==> config.mk <==
export PLATFORM = sky130hd
export DESIGN_NAME = scr1_dmem_ahb_sram_flat
export DESIGN_NICKNAME = d
export VERILOG_FILES = /design/src/rtl/scr1_dmem_ahb_sram_if.sv /design/src/rtl/scr1_dmem_ahb_sram.sv /design/src/flat_wrapper.sv
export SDC_FILE = /design/constraint.sdc
export NUM_CORES = 1
export LEC_CHECK = 0
export ABC_AREA = 1
export ABC_CLOCK_PERIOD_IN_PS = 1800
export BUFFER_PORTS_ARGS = -buffer_cell sky130_fd_sc_hd__buf_4
export CELL_PAD_IN_SITES_DETAIL_PLACEMENT = 1
export CELL_PAD_IN_SITES_GLOBAL_PLACEMENT = 1
export CORE_ASPECT_RATIO = 1.4
export CORE_MARGIN = 2
export CORE_UTILIZATION = 26
export CTS_CLUSTER_SIZE = 12
export DETAILED_ROUTE_END_ITERATION = 8
export PLACE_DENSITY = 0.88
export SYNTH_ARGS = -nofsm -noshare
export SYNTH_HDL_FRONTEND = slang
export SYNTH_SLANG_ARGS = --single-unit
==> constraint.sdc <==
create_clock -name clk -period 1.8 [get_ports clk]
set_clock_uncertainty 0.2 [all_clocks]
set_input_delay 0.09 -clock clk [delete_from_list [all_inputs] [get_ports clk]]
set_output_delay 0.09 -clock clk [all_outputs]
set_load 0.01 [all_outputs]
==> src/rtl/scr1_dmem_ahb_sram_if.sv <==
// scr1_dmem_ahb_sram_if: AHB-Lite data-memory bus plus single-port SRAM port bundle.
//   AHB : hsel, htrans, hsize, haddr, hwrite, hwdata, hready_in (master -> slave)
//         hready, hresp, hrdata                                  (slave -> master)
//   SRAM: mem_req, mem_we, mem_be, mem_addr, mem_wdata           (slave -> memory)
//         mem_rdata                                              (memory -> slave)
interface scr1_dmem_ahb_sram_if #(
   parameter int MEM_AW = 14
);
   logic              hsel;
   logic [1:0]        htrans;
   logic [2:0]        hsize;
   logic [31:0]       haddr;
   logic              hwrite;
   logic [31:0]       hwdata;
   logic              hready_in;
   logic              hready;
   logic              hresp;
   logic [31:0]       hrdata;
   logic              mem_req;
   logic              mem_we;
   logic [3:0]        mem_be;
   logic [MEM_AW-1:0] mem_addr;
   logic [31:0]       mem_wdata;
   logic [31:0]       mem_rdata;
   modport slave (
      input  hsel, htrans, hsize, haddr, hwrite, hwdata, hready_in, mem_rdata,
      output hready, hresp, hrdata, mem_req, mem_we, mem_be, mem_addr, mem_wdata
   );
   modport master (
      output hsel, htrans, hsize, haddr, hwrite, hwdata, hready_in, mem_rdata,
      input  hready, hresp, hrdata, mem_req, mem_we, mem_be, mem_addr, mem_wdata
   );
endinterface

==> src/rtl/scr1_dmem_ahb_sram.sv <==
// scr1_dmem_ahb_sram: AHB-Lite slave fronting a 1-cycle-latency single-port SRAM.
//   clk    : core clock
//   rst_n  : synchronous active-low reset
//   io_ahb : AHB slave side and SRAM request side (see scr1_dmem_ahb_sram_if)
// Reads are issued in the address phase and return with zero wait states unless
// the SRAM port is busy with a write data phase, in which case one wait is added.
module scr1_dmem_ahb_sram #(
   parameter int          MEM_AW    = 14,
   parameter logic [31:0] BASE_ADDR = 32'h0000_0000
) (
   input  logic                 clk,
   input  logic                 rst_n,
   scr1_dmem_ahb_sram_if.slave  io_ahb
);
   localparam logic [2:0] IDLE    = 3'd0;
   localparam logic [2:0] RD      = 3'd1;
   localparam logic [2:0] WR      = 3'd2;
   localparam logic [2:0] RD_LATE = 3'd3;
   localparam logic [2:0] RD_FIN  = 3'd4;
   localparam logic [2:0] ERR1    = 3'd5;
   localparam logic [2:0] ERR2    = 3'd6;

   logic [2:0]        r_state;
   logic [2:0]        w_next;
   logic [3:0]        r_be;
   logic [3:0]        w_be;
   logic [MEM_AW-1:0] r_addr;
   logic [MEM_AW-1:0] w_addr;
   logic [31:0]       r_hrdata;
   logic              w_hready;
   logic              w_acc;
   logic              w_err;
   logic              w_oor;
   logic              w_rd_ph;
   logic              w_rd_issue;
   logic              w_wr_ph;

   assign w_hready = ~(r_state == ERR1 || r_state == RD_LATE);
   // Our own stall also gates accept, so held address-phase inputs are ignored.
   assign w_acc    = io_ahb.hsel & (io_ahb.htrans inside {2'b10, 2'b11}) & io_ahb.hready_in & w_hready;
   // Window offset; addresses below the base wrap to large offsets and fail too.
   assign w_oor    = (io_ahb.haddr - BASE_ADDR) >= (32'd4 << MEM_AW);
   assign w_err    = (io_ahb.hsize > 3'b010)
                   | (io_ahb.hsize == 3'b001 && io_ahb.haddr[0])
                   | (io_ahb.hsize == 3'b010 && io_ahb.haddr[1:0] != 2'b00)
                   | w_oor;
   assign w_be     = io_ahb.hsize == 3'b000 ? 4'b0001 << io_ahb.haddr[1:0]
                   : io_ahb.hsize == 3'b001 ? (io_ahb.haddr[1] ? 4'b1100 : 4'b0011)
                   : 4'b1111;
   assign w_addr   = io_ahb.haddr[MEM_AW+1:2];
   assign w_wr_ph  = r_state == WR;
   assign w_rd_ph  = r_state == RD || r_state == RD_FIN;
   // A write data phase owns the SRAM port; a read arriving then is deferred.
   assign w_rd_issue = w_acc & ~w_err & ~io_ahb.hwrite & ~w_wr_ph;

   always_comb
      w_next = !w_hready  ? (r_state == ERR1 ? ERR2 : RD_FIN)
             : !w_acc     ? IDLE
             : w_err      ? ERR1
             : io_ahb.hwrite ? WR
             : w_wr_ph    ? RD_LATE
             : RD;

   always_ff @(posedge clk)
      if (!rst_n) begin
         r_state  <= IDLE;
         r_be     <= '0;
         r_addr   <= '0;
         r_hrdata <= '0;
      end else begin
         r_state <= w_next;
         if (w_acc) begin
            r_be   <= w_be;
            r_addr <= w_addr;
         end
         if (w_rd_ph) r_hrdata <= io_ahb.mem_rdata;
      end

   assign io_ahb.hready    = w_hready;
   assign io_ahb.hresp     = r_state == ERR1 || r_state == ERR2;
   assign io_ahb.hrdata    = w_rd_ph ? io_ahb.mem_rdata : r_hrdata;
   // Gating with rst_n drops an in-flight write at the reset edge itself.
   assign io_ahb.mem_req   = rst_n & (w_wr_ph | r_state == RD_LATE | w_rd_issue);
   assign io_ahb.mem_we    = rst_n & w_wr_ph;
   assign io_ahb.mem_be    = w_wr_ph ? r_be : 4'b1111;
   assign io_ahb.mem_addr  = (w_wr_ph || r_state == RD_LATE) ? r_addr : w_addr;
   assign io_ahb.mem_wdata = io_ahb.hwdata;
endmodule

==> src/flat_wrapper.sv <==
// flat-port wrapper written by rule: the top's interface ports become plain ports
module scr1_dmem_ahb_sram_flat 
#(
   parameter int          MEM_AW    = 14,
   parameter logic [31:0] BASE_ADDR = 32'h0000_0000
)
  (clk, rst_n, io_ahb_hsel, io_ahb_htrans, io_ahb_hsize, io_ahb_haddr, io_ahb_hwrite, io_ahb_hwdata, io_ahb_hready_in, io_ahb_mem_rdata, io_ahb_hready, io_ahb_hresp, io_ahb_hrdata, io_ahb_mem_req, io_ahb_mem_we, io_ahb_mem_be, io_ahb_mem_addr, io_ahb_mem_wdata);
  scr1_dmem_ahb_sram_if #(.MEM_AW(MEM_AW)) io_ahb_i ();
  input  logic clk;
  input  logic rst_n;
  input wire logic [$bits(io_ahb_i.hsel)-1:0] io_ahb_hsel;
  input wire logic [$bits(io_ahb_i.htrans)-1:0] io_ahb_htrans;
  input wire logic [$bits(io_ahb_i.hsize)-1:0] io_ahb_hsize;
  input wire logic [$bits(io_ahb_i.haddr)-1:0] io_ahb_haddr;
  input wire logic [$bits(io_ahb_i.hwrite)-1:0] io_ahb_hwrite;
  input wire logic [$bits(io_ahb_i.hwdata)-1:0] io_ahb_hwdata;
  input wire logic [$bits(io_ahb_i.hready_in)-1:0] io_ahb_hready_in;
  input wire logic [$bits(io_ahb_i.mem_rdata)-1:0] io_ahb_mem_rdata;
  output wire logic [$bits(io_ahb_i.hready)-1:0] io_ahb_hready;
  output wire logic [$bits(io_ahb_i.hresp)-1:0] io_ahb_hresp;
  output wire logic [$bits(io_ahb_i.hrdata)-1:0] io_ahb_hrdata;
  output wire logic [$bits(io_ahb_i.mem_req)-1:0] io_ahb_mem_req;
  output wire logic [$bits(io_ahb_i.mem_we)-1:0] io_ahb_mem_we;
  output wire logic [$bits(io_ahb_i.mem_be)-1:0] io_ahb_mem_be;
  output wire logic [$bits(io_ahb_i.mem_addr)-1:0] io_ahb_mem_addr;
  output wire logic [$bits(io_ahb_i.mem_wdata)-1:0] io_ahb_mem_wdata;
  assign io_ahb_i.hsel = io_ahb_hsel;
  assign io_ahb_i.htrans = io_ahb_htrans;
  assign io_ahb_i.hsize = io_ahb_hsize;
  assign io_ahb_i.haddr = io_ahb_haddr;
  assign io_ahb_i.hwrite = io_ahb_hwrite;
  assign io_ahb_i.hwdata = io_ahb_hwdata;
  assign io_ahb_i.hready_in = io_ahb_hready_in;
  assign io_ahb_i.mem_rdata = io_ahb_mem_rdata;
  assign io_ahb_hready = io_ahb_i.hready;
  assign io_ahb_hresp = io_ahb_i.hresp;
  assign io_ahb_hrdata = io_ahb_i.hrdata;
  assign io_ahb_mem_req = io_ahb_i.mem_req;
  assign io_ahb_mem_we = io_ahb_i.mem_we;
  assign io_ahb_mem_be = io_ahb_i.mem_be;
  assign io_ahb_mem_addr = io_ahb_i.mem_addr;
  assign io_ahb_mem_wdata = io_ahb_i.mem_wdata;
  scr1_dmem_ahb_sram #(.MEM_AW(MEM_AW), .BASE_ADDR(BASE_ADDR)) u_core (.clk(clk), .rst_n(rst_n), .io_ahb(io_ahb_i));
endmodule
# After elaboration in Yosys (flattened, before gate mapping)
# Index checks and enable logic that the tools add are counted.
# totals
register_bits,53
inputBits,106
# op_classes
shift,1
n_lt_le_gt_ge,2
eq_ne,10
reduce_logical,9
muxes,12
bitwise_logic,17
# op_table
op,count
"32-bit by 17-bit >= comparator with 1-bit output, second input constant",1
32-bit two-way mux,1
4-bit two-way mux,4
14-bit two-way mux,1
3-bit two-way mux,4
"3-bit by 2-bit equality test with 1-bit output, second input constant",3
"3-bit equality test, second input constant",3
1-bit bitwise AND,8
"3-bit by 1-bit equality test with 1-bit output, second input constant",2
1-bit OR,5
"2-bit equality test, second input constant",2
1-bit logical OR,4
2-bit two-way mux,2
1-bit inverter,4
2-bit nonzero test,2
"1-bit by 2-bit << shifter with 4-bit output, first input constant",1
"3-bit by 2-bit greater-than comparator with 1-bit output, second input constant",1
3-bit logical NOT,1
1-bit logical AND,2

# Depth between registers and ports, before layout
# Gate-level depths: netlist of run 1.
# logic_depth
ltp_word,11
mapped_depth,8

# Worst setup path before layout of run 1
# Ideal clock, no wire load.
# synth_timing
kind,reg2out
start,register u_core.r_state[1]
end,output port io_ahb_mem_addr[0]
path_stages_with_launch,7
path_buffers,2
slack_ns,0.338
arrival_time_ns,1.172
path_cell_list,dfxtp_1 > inv_1 > nor2_1 > inv_1 > buf_2 > buf_2 > o21ai_0
# synth_via
elab_chain_len,3
elab_cells_between_ends,4
# synth_lines
item,line,source
from (decl),scr1_dmem_ahb_sram.sv:23,logic [2:0] r_state;
from (signal assigned),scr1_dmem_ahb_sram.sv:71,r_state <= w_next;
3-bit by 2-bit equality test with 1-bit output (on tied branches),"scr1_dmem_ahb_sram.sv:51, scr1_dmem_ahb_sram.sv:86",
1-bit logical OR *,scr1_dmem_ahb_sram.sv:86,assign io_ahb.mem_addr = (w_wr_ph || r_state == RD_LATE) ? r_addr : w_addr;
14-bit two-way mux *,scr1_dmem_ahb_sram.sv:86,
to (decl),flat_wrapper.sv:25,output wire logic [$bits(io_ahb_i.mem_addr)-1:0] io_ahb_mem_addr;
# Every way passes the cells marked *; elsewhere a longest branch is shown, timed or not.

# Final worst setup path of run 1
# layout_timing
start,register u_core.r_state[0]
end,output port io_ahb_hrdata[26]
# layout_via
elab_chain_len,3
elab_cells_between_ends,4
# layout_lines
item,line,source
3-bit by 1-bit equality test with 1-bit output or 3-bit equality test (tied branches),scr1_dmem_ahb_sram.sv:52,assign w_rd_ph = r_state == RD || r_state == RD_FIN;
1-bit logical OR *,scr1_dmem_ahb_sram.sv:52,
32-bit two-way mux *,scr1_dmem_ahb_sram.sv:81,assign io_ahb.hrdata = w_rd_ph ? io_ahb.mem_rdata : r_hrdata;
to (decl),flat_wrapper.sv:21,output wire logic [$bits(io_ahb_i.hrdata)-1:0] io_ahb_hrdata;
# Marks and branches as above.

==> flow_metrics.tcl, run 1 <==
set metrics [dict create \
    yosys_register_bits 53 \
    finalCritPeriodShare_pct 105 \
    dp.cells 650 \
    crit_path_top_delay_cell "dfxtp_4" \
    status "finished with violations" \
    routed_via_density 4.52 \
    setup_viol 44 \
    drc 0 \
    vias 3414 \
    max_stage_delay_ns 0.38 \
    hold_viol_final 0 \
    placed_area_sq_mm 0.00364 \
    comb_power_share_pct 31.8 \
    syn_inst 431 \
    cts_inserted_buffers 5 \
    globalplace.congestion 0.691 \
    cts_tree "built" \
    die_area_sq_mm 0.0115 \
    p_switching_mw 0.950 \
    slew_viol_final 0 \
    antenna_found_initial 0 \
    cellPowerDensity_mw_per_mm2 605 \
    fin_cells 756 \
    worstMarginPinSlew_ns 0.637 \
    p_clk_share_pct 29.6 \
    overflow 0 \
    grt_pass1_vias 3624 \
    port_buffers 126 \
    cellLeakagePower_nw 2.67 \
    synth_area_sq_mm 0.00276 \
    cts_buffer_depth 2 \
    path_clk_slew_ns 0.07 \
    placementRows 44 \
    core_area_sq_mm 0.0103 \
    yosysUniqueCellTypes 18 \
    drt_pass1_iterations 4 \
    period_needed_ns 1.89 \
    cp_cell_sequence "a21oi_4, o21ai_4, buf_12, buf_8, o21ai_4, inv_1, buf_4" \
    fp.dieH_um 126 \
    antenna_left 0 \
    cp-end-kind "primary output" \
    nFillCells 1222 \
    multiInputGateArea_sq_mm 0.00147 \
    cp_max_fo 9 \
    syn_avg_cell_area_sq_um 6.41 \
    wirelength_um 12700 \
    final_area_sq_mm 0.00539 \
    cp-start-kind "flip-flop" \
    switching_share_pct 29.1 \
    drtIter0Drc 71 \
    ios 192 \
    wl_per_cell_um 16.8 \
    cts_sinks 53 \
    violations "setup timing" \
    place_hpwl_um 5920 \
    rsz0062_at_grt "yes" \
    fin_nets 724 \
    clock-root-buffer "clkbuf_16" \
    worst-endpoint-arrival_ns 1.60 \
    p_int_mw 2.31 \
    grt_pass1_wl_um 17400 \
    final_core_util_pct 52.0 \
    syn_nets 537 \
    start_util_pct 26.7 \
    cap_violations 0 \
    pwr-share-seq_pct 38.6 \
    hold-worst-slack_ns 0.0355 \
    h-tree-depth 2 \
    preCtsSetupSlack_ns -0.0237 \
    min_path_type "primary input to flip-flop" \
    clk-insertion-delay-late_ns 0.29 \
    diodes 0 \
    relSlewSlack_pct 57.4 \
    die_x_um 91.1 \
    regArea_sq_mm 0.00107 \
    drive_gt1_share_pct 41.3 \
    critPathKind "flip-flop to primary output" \
    synth-seq-area-share_pct 38.4 \
    ir_worst_vdd_uv 309 \
    grt_use_total_pct 18.8 \
    grt_max_degree 38 \
    setup_slack_ns -0.0921 \
    synthToLayoutAreaGrowth_pct 95.1 \
    yosys_warnings 0 \
    cpMostUsedCell "o21ai_4" \
    cp.required_ns 1.51 \
    fmax_ghz 0.529 \
]
## power groups by stage
| stage | registers [mW] | clock network (mW) | logic (mW) |
|---|---|---|---|
| finish | 1.26 | 0.964 | 1.04 |
| global route | 1.26 | 1.04 | 1.11 |
| CTS | 1.26 | 1.00 | 0.788 |
| detailed placement | 1.28 | 0 | 0.590 |
| global placement | 1.28 | 0 | 0.564 |
| floorplan | 1.28 | 0 | 0.339 |
## path summary, 6_finish.rpt
kind	start	endpoint	slack, ns	depth (start not counted)
setup / recovery	u_core.r_state[0]	io_ahb_hrdata[26]	-0.09	7
hold / removal	io_ahb_hsize[0]	u_core.r_be[0]	0.04	5
setup reg to reg	u_core.r_state[0]	u_core.r_hrdata[13]	0.20	7
hold reg to reg	u_core.r_be[3]	u_core.r_be[3]	0.27	2
## area by class of cell
class	count	share of cell area (%)
repair buffers	228	39.1
multi-input cells	222	27.3
flip-flops and latches	53	19.9
inverters	107	7.57
well taps	138	3.21
clock buffers	6	2.58
clock inverters	1	0.139
repair inverters	1	0.139
## through the flow
| stage | total power [mW] | TNS, ns |
|---|---|---|
| after floorplan | 1.62 | 0 |
| after global placement | 1.84 | 0 |
| final | 3.26 | -1.84 |
| after detailed placement | 1.87 | -0.0272 |
| after global routing | 3.42 | -5.12 |
| after CTS | 3.05 | -0.128 |
## logic make-up after synthesis
family,after synthesis,synth area share [%]
AO/OA/AOI/OAI,91,16.6
buffers and inverters,156,26.0
flip-flops,53,38.4
AND/OR/NAND/NOR,131,18.9
## cells in the final DEF (no fill, tap or decap), drive strengths merged
master / count
dlygate4sd3: 82
clkinv: 1
o21ai: 69
nand3b: 1
or2: 2
dfxtp: 53
nand3: 6
inv: 105
clkbuf: 9
nand2: 70
clkinvlp: 3
a21oi: 22
and2: 1
nor2: 51
buf: 143
## repair_timing
| action | 4_1_cts | 5_1_grt |
|---|---|---|
| hold endpoints to repair | 83 | 0 |
| setup buffers | 5 | 5 |
| endpoints found under the setup margin | 48 | 50 |
| hold buffers | 82 | 0 |
| gates cloned | 1 | 6 |
| pin swaps | 1 | 9 |
| resized for setup | 76 | 120 |
## flip-flops by register name, summed over array words and instances (netlist names)
register and count:
u_core.r_addr 14, u_core.r_state 3, u_core.r_be 4, u_core.r_hrdata 32
## Yosys cell counts
| master | number | area (sq um) |
|---|---|---|
| a21oi_1 | 22 | 110 |
| and2_0 | 1 | 6.26 |
| buf_1 | 1 | 3.75 |
| buf_2 | 6 | 30.0 |
| buf_4 | 33 | 248 |
| clkbuf_1 | 8 | 30.0 |
| clkbuf_2 | 1 | 5.00 |
| clkinv_1 | 1 | 3.75 |
| dfxtp_1 | 53 | 1060 |
| inv_1 | 106 | 398 |
| nand2_1 | 70 | 263 |
| nand3_1 | 6 | 30.0 |
| nand3b_4 | 1 | 20.0 |
| nor2_1 | 51 | 191 |
| o21ai_0 | 67 | 335 |
| o21ai_1 | 1 | 5.00 |
| o21ai_2 | 1 | 8.76 |
| or2_2 | 2 | 12.5 |
## worst max-delay path, delay by kind of cell, from the launching register on
kind / cells / cell delay, ns
compound gates: 3 / 0.38
flops: 1 / 0.38
buf+inv: 4 / 0.54
## per-layer routing
layer	wire length (um)	global-route usage [%]	part of all wire (%)	vias up
met1	4200	17.2	33	1621
li1	-	-	-	1620
met5	0	0	0	-
met2	7470	39.6	59	152
met3	770	4.25	6.1	21
met4	274	5.53	2.2	0
(Power assumes the default switching activity.)
==> inputs of run 2 (changes only) <==
--- a/config.mk
+++ b/config.mk
@@ -6,7 +6,7 @@
 export NUM_CORES = 1
 export LEC_CHECK = 0
 export ABC_AREA = 1
-export ABC_CLOCK_PERIOD_IN_PS = 1800
+export ABC_CLOCK_PERIOD_IN_PS = 2000
 export BUFFER_PORTS_ARGS = -buffer_cell sky130_fd_sc_hd__buf_4
 export CELL_PAD_IN_SITES_DETAIL_PLACEMENT = 1
 export CELL_PAD_IN_SITES_GLOBAL_PLACEMENT = 1
==> constraint.sdc (replaced) <==
create_clock -name clk -period 2 [get_ports clk]
set_clock_uncertainty 0.2 [all_clocks]
set_input_delay 0.1 -clock clk [delete_from_list [all_inputs] [get_ports clk]]
set_output_delay 0.1 -clock clk [all_outputs]
set_load 0.01 [all_outputs]
==> flow_metrics.tcl, run 2 (synthesis results as in run 1) <==
set metrics [dict create \
    grt_use_total_pct 16.0 \
    path_clk_slew_ns 0.07 \
    worstRegToRegCells 8 \
    cts_buffer_depth 2 \
    relSlewSlack_pct 74.4 \
    placed_area_sq_mm 0.00361 \
    drtIter0Drc 47 \
    synthToLayoutAreaGrowth_pct 55.6 \
    r2r_start "u_core.r_state[1]" \
    clk-insertion-delay-late_ns 0.29 \
    overflow 0 \
    final_common_cell "buf_4" \
    routed_via_density 4.35 \
    cts_inserted_buffers 5 \
    crit_path_top_delay_cell "dlygate4sd3_1" \
    fp.dieH_um 126 \
    ios 192 \
    placementRows 44 \
    cts_sinks 53 \
    largest_reg_flops 32 \
    drive_gt1_share_pct 25.9 \
    reg.largest.list "u_core.r_hrdata (32), u_core.r_addr (14), u_core.r_be (4)" \
    top_register "u_core.r_hrdata" \
    finalCritPeriodShare_pct 97.1 \
    die_area_sq_mm 0.0115 \
    drt_pass1_iterations 4 \
    setup_slack_ns 0.0584 \
    hold_path_depth 0 \
    cellLeakagePower_nw 2.36 \
    antenna_found_initial 0 \
    wl_per_cell_um 12.9 \
    cts_tree "built" \
    globalplace.congestion 0.725 \
    wirelength_um 9160 \
    fin_nets 677 \
    worst-endpoint-arrival_ns 1.92 \
    grt_pass1_wl_um 15000 \
    min_to "io_ahb_mem_wdata[6]" \
    rr_endpoint "u_core.r_state[0]" \
    vias 3091 \
    preCtsSetupSlack_ns 0.231 \
    die_x_um 91.1 \
    h-tree-depth 2 \
    core_area_sq_mm 0.0103 \
    cp-end-kind "flip-flop" \
    cp_max_fo 5 \
    port_buffers 126 \
    cp.required_ns 1.97 \
    rsz0062_at_grt "yes" \
    final_area_sq_mm 0.00430 \
    cp-start-kind "flip-flop" \
    antenna_left 0 \
    fmax_ghz 0.515 \
    dp.cells 650 \
    min_path_type "primary input to primary output" \
    cellPowerDensity_mw_per_mm2 606 \
    grt_pass1_vias 3181 \
    setup_viol 0 \
    drc 0 \
    max_stage_delay_ns 0.56 \
    fin_cells 710 \
    cp_cell_sequence "inv_1, nor2_1, nand2_1, nand3b_4, inv_1, nand2_1, a21oi_1, dlygate4sd3_1" \
    ir_worst_vdd_uv 307 \
    start_util_pct 26.7 \
    clock-root-buffer "clkbuf_16" \
    r2r_slack_ns 0.06 \
    slew_viol_final 0 \
    cap_violations 0 \
    hold_viol_final 0 \
    grt_max_degree 65 \
    status "finished, final reports clean" \
    period_needed_ns 1.94 \
    diodes 0 \
    critPathKind "flip-flop to flip-flop" \
    final_cell_mix "buf_4 (130), inv_1 (106), nand2_1 (70)" \
    hold_path.startpoint "io_ahb_hwdata[6]" \
    place_hpwl_um 6060 \
    worstMarginPinSlew_ns 0.384 \
]
==> run 2: power by group <==
part           total [mW]  internal [mW]  switching [mW]
clock               0.850          0.467           0.383
combinational       0.621          0.327           0.294
sequential           1.13           1.11          0.0178
==> run 2: what timing repair did <==
| item | CTS | global route |
|---|---|---|
| endpoints found under the setup margin | 21 | 46 |
| pin swaps | 0 | 1 |
| hold buffers | 51 | 0 |
| gates resized for setup | 6 | 29 |
| setup buffers | 0 | 1 |
| hold endpoints to repair | 50 | 0 |
==> run 2: per-stage QoR <==
| step | util, % | setup TNS (ns) | power [mW] | hold slack [ns] |
|---|---|---|---|---|
| 4_1_cts | 41.3 | 0 | 2.63 | 0.0000686 |
| 3_3_place_gp | 34.9 | 0 | 1.65 | 0.0000686 |
| 6_report | 41.5 | 0 | 2.60 | 0.00000391 |
| 2_1_floorplan | - | 0 | 1.45 | -0.00884 |
| 5_1_grt | 41.5 | -0.101 | 2.76 | 0.0000151 |
| 3_5_place_dp | 34.9 | 0 | 1.68 | 0.0000686 |
==> run 2: layout make-up <==
cell class | count | area, sq um
well taps | 138 | 173
multi-input cells | 222 | 1010
fillers | 1351 | 6050
repair buffers | 182 | 1510
flip-flops and latches | 53 | 1060
inverters | 107 | 402
clock buffers | 6 | 129
clock inverters | 2 | 13.8
==> run 2: metal layers <==
metal	routed length, um	part of all wire (%)	track usage, %	vias to the layer above
met1	3160	35	15.1	1425
met2	5160	56	31.9	100
met5	0	0	0	-
met3	467	5.1	3.17	43
li1	-	-	-	1523
met4	366	4.0	7.93	0
==> run 2: worst max-delay path, delay by kind of cell, from the launching register on <==
family / cells / cell delay [ns]
buffers and inverters: 3 / 0.72
flip-flops: 1 / 0.37
AO/OA/AOI/OAI: 1 / 0.04
AND/OR/NAND/NOR: 4 / 0.50
==> run 2: how the worst max path moves through the flow <==
| stage | depth (start not counted) | start | slack [ns] | endpoint |
|---|---|---|---|---|
| 3_3_place_gp | 6 | u_core.r_state[2] | 0.35 | io_ahb_hrdata[21] |
| 2_1_floorplan | 6 | u_core.r_state[1] | 0.53 | io_ahb_mem_addr[0] |
| 6_report | 8 | u_core.r_state[1] | 0.06 | u_core.r_state[0] |
| 5_1_grt | 8 | u_core.r_state[1] | -0.04 | u_core.r_state[0] |
| 3_5_place_dp | 6 | u_core.r_state[2] | 0.23 | io_ahb_hrdata[2] |
| 4_1_cts | 7 | u_core.r_state[2] | 0.02 | io_ahb_hrdata[2] |
==> inputs of run 3 (changes only) <==
--- a/config.mk
+++ b/config.mk
@@ -16,6 +16,7 @@
 export CTS_CLUSTER_SIZE = 12
 export DETAILED_ROUTE_END_ITERATION = 8
 export PLACE_DENSITY = 0.88
+export REMOVE_ABC_BUFFERS = 1
 export SYNTH_ARGS = -nofsm -noshare
 export SYNTH_HDL_FRONTEND = slang
 export SYNTH_SLANG_ARGS = --single-unit
==> flow_metrics.tcl, run 3 (synthesis results as in run 1) <==
set metrics [dict create \
    h-tree-depth 2 \
    wl_met3_um 1090 \
    top_register "u_core.r_hrdata" \
    reg.largest.list "u_core.r_hrdata (32), u_core.r_addr (14), u_core.r_be (4)" \
    drt_pass1_iterations 4 \
    max_stage_delay_ns 0.38 \
    fmax_ghz 0.515 \
    critPathKind "flip-flop to primary output" \
    antenna_found_initial 0 \
    worstMarginPinSlew_ns 0.353 \
    fin_nets 679 \
    grt_use_total_pct 19.2 \
    globalplace.congestion 0.730 \
    finalCritPeriodShare_pct 97.1 \
    die_x_um 91.1 \
    final_core_util_pct 43.1 \
    grt_pass1_vias 3406 \
    status "finished, final reports clean" \
    slew_viol_final 0 \
    cp-start-kind "flip-flop" \
    diodes 0 \
    met1_length_um 4060 \
    antenna_left 0 \
    core_area_sq_mm 0.0103 \
    cellPowerDensity_mw_per_mm2 613 \
    hold_path_depth 0 \
    rsz0062_at_grt "yes" \
    setup_viol 0 \
    relSlewSlack_pct 76.4 \
    highest_layer "met5" \
    tns_ns 0 \
    wirelength_um 11400 \
    cts_sinks 53 \
    clock-root-buffer "clkbuf_16" \
    cellLeakagePower_nw 2.41 \
    grt_pass1_wl_um 17300 \
    final_cell_mix "buf_4 (132), inv_1 (106), nand2_1 (68)" \
    placementRows 44 \
    cp.required_ns 1.70 \
    clk-insertion-delay-late_ns 0.29 \
    wl_per_cell_um 16.0 \
    synthToLayoutAreaGrowth_pct 61.7 \
    cts_tree "built" \
    fp.dieH_um 126 \
    drc 0 \
    overflow 0 \
    port_buffers 126 \
    place_hpwl_um 7180 \
    vias 3163 \
    die_area_sq_mm 0.0115 \
    final_common_cell "buf_4" \
    hold_viol_final 0 \
    cts_buffer_depth 2 \
    worstRegToRegCells 7 \
    cts_inserted_buffers 5 \
    drtIter0Drc 87 \
    wl_met2_um 6070 \
    min_path_type "primary input to primary output" \
    crit_path_top_delay_cell "dfxtp_4" \
    routed_via_density 4.44 \
    start_util_pct 26.7 \
    largest_reg_flops 32 \
    grt_max_degree 35 \
    cp-end-kind "primary output" \
    period_needed_ns 1.94 \
    cp_cell_sequence "o21ai_4, clkbuf_16, nand2_1, o21ai_2, inv_1, buf_4" \
    ir_worst_vdd_uv 337 \
    path_clk_slew_ns 0.07 \
    cp_max_fo 14 \
    cap_violations 0 \
    ios 192 \
    worst-endpoint-arrival_ns 1.64 \
    drive_gt1_share_pct 30.8 \
]
## run 3: worst max-delay path: cells and delay by family, from the launching register on
kind                   cells  cell delay, ns
flip-flops                 1            0.38
buffers and inverters      3            0.48
AND/OR/NAND/NOR            1            0.08
AO/OA/AOI/OAI              2            0.42
## run 3: routing by layer
layer,GRT usage (%),vias up
met5,3.07,-
met4,4.28,2
met3,9.87,11
met2,35.5,139
met1,18.6,1484
li1,-,1527
## run 3: what timing repair did
item                                   CTS  global route
hold buffers                            50             0
endpoints found under the hold margin   51             0
gates cloned                             1             1
setup endpoints to repair               28            34
gates resized for setup                 37            29
pin swaps                                1             2
setup buffers                            2             1
## run 3: area by class of cell
cell class | count | area (sq um)
timing repair buffer | 184 | 1550
clock inverter | 1 | 5.00
fill | 1295 | 5890
inverter | 107 | 402
tap | 138 | 173
sequential | 53 | 1070
multi-input combinational | 222 | 1110
clock buffer | 7 | 153
## run 3: where the power goes
part	total [mW]	internal [mW]	switching [mW]	leakage, nW
registers	1.13	1.11	0.0188	0.435
clock network	0.914	0.531	0.383	0.0799
logic	0.692	0.351	0.341	1.90
total	2.74	1.99	0.743	2.41
## run 3: worst paths after layout
kind / start / slack, ns / endpoint
setup / recovery: u_core.r_state[2] / 0.06 / io_ahb_hrdata[18]
hold / removal: io_ahb_hwdata[25] / 0.0001 / io_ahb_mem_wdata[25]
setup reg to reg: u_core.r_state[1] / 0.29 / u_core.r_be[3]
hold reg to reg: u_core.r_addr[13] / 0.25 / u_core.r_addr[13]
## run 3: stage by stage
stage                     power [mW]  instances  instance area [sq um]  setup slack (ns)  hold WS [ns]
after floorplan                 1.38        382                   2440            -0.114      -0.00841
after detailed placement        1.68        650                   3610             0.192     0.0000814
after global routing            2.89        712                   4460           -0.0358     0.0000638
after global placement          1.65        650                   3610             0.298     0.0000814
after CTS                       2.71        711                   4350            0.0141     0.0000814
final                           2.74        712                   4460            0.0581     0.0000968
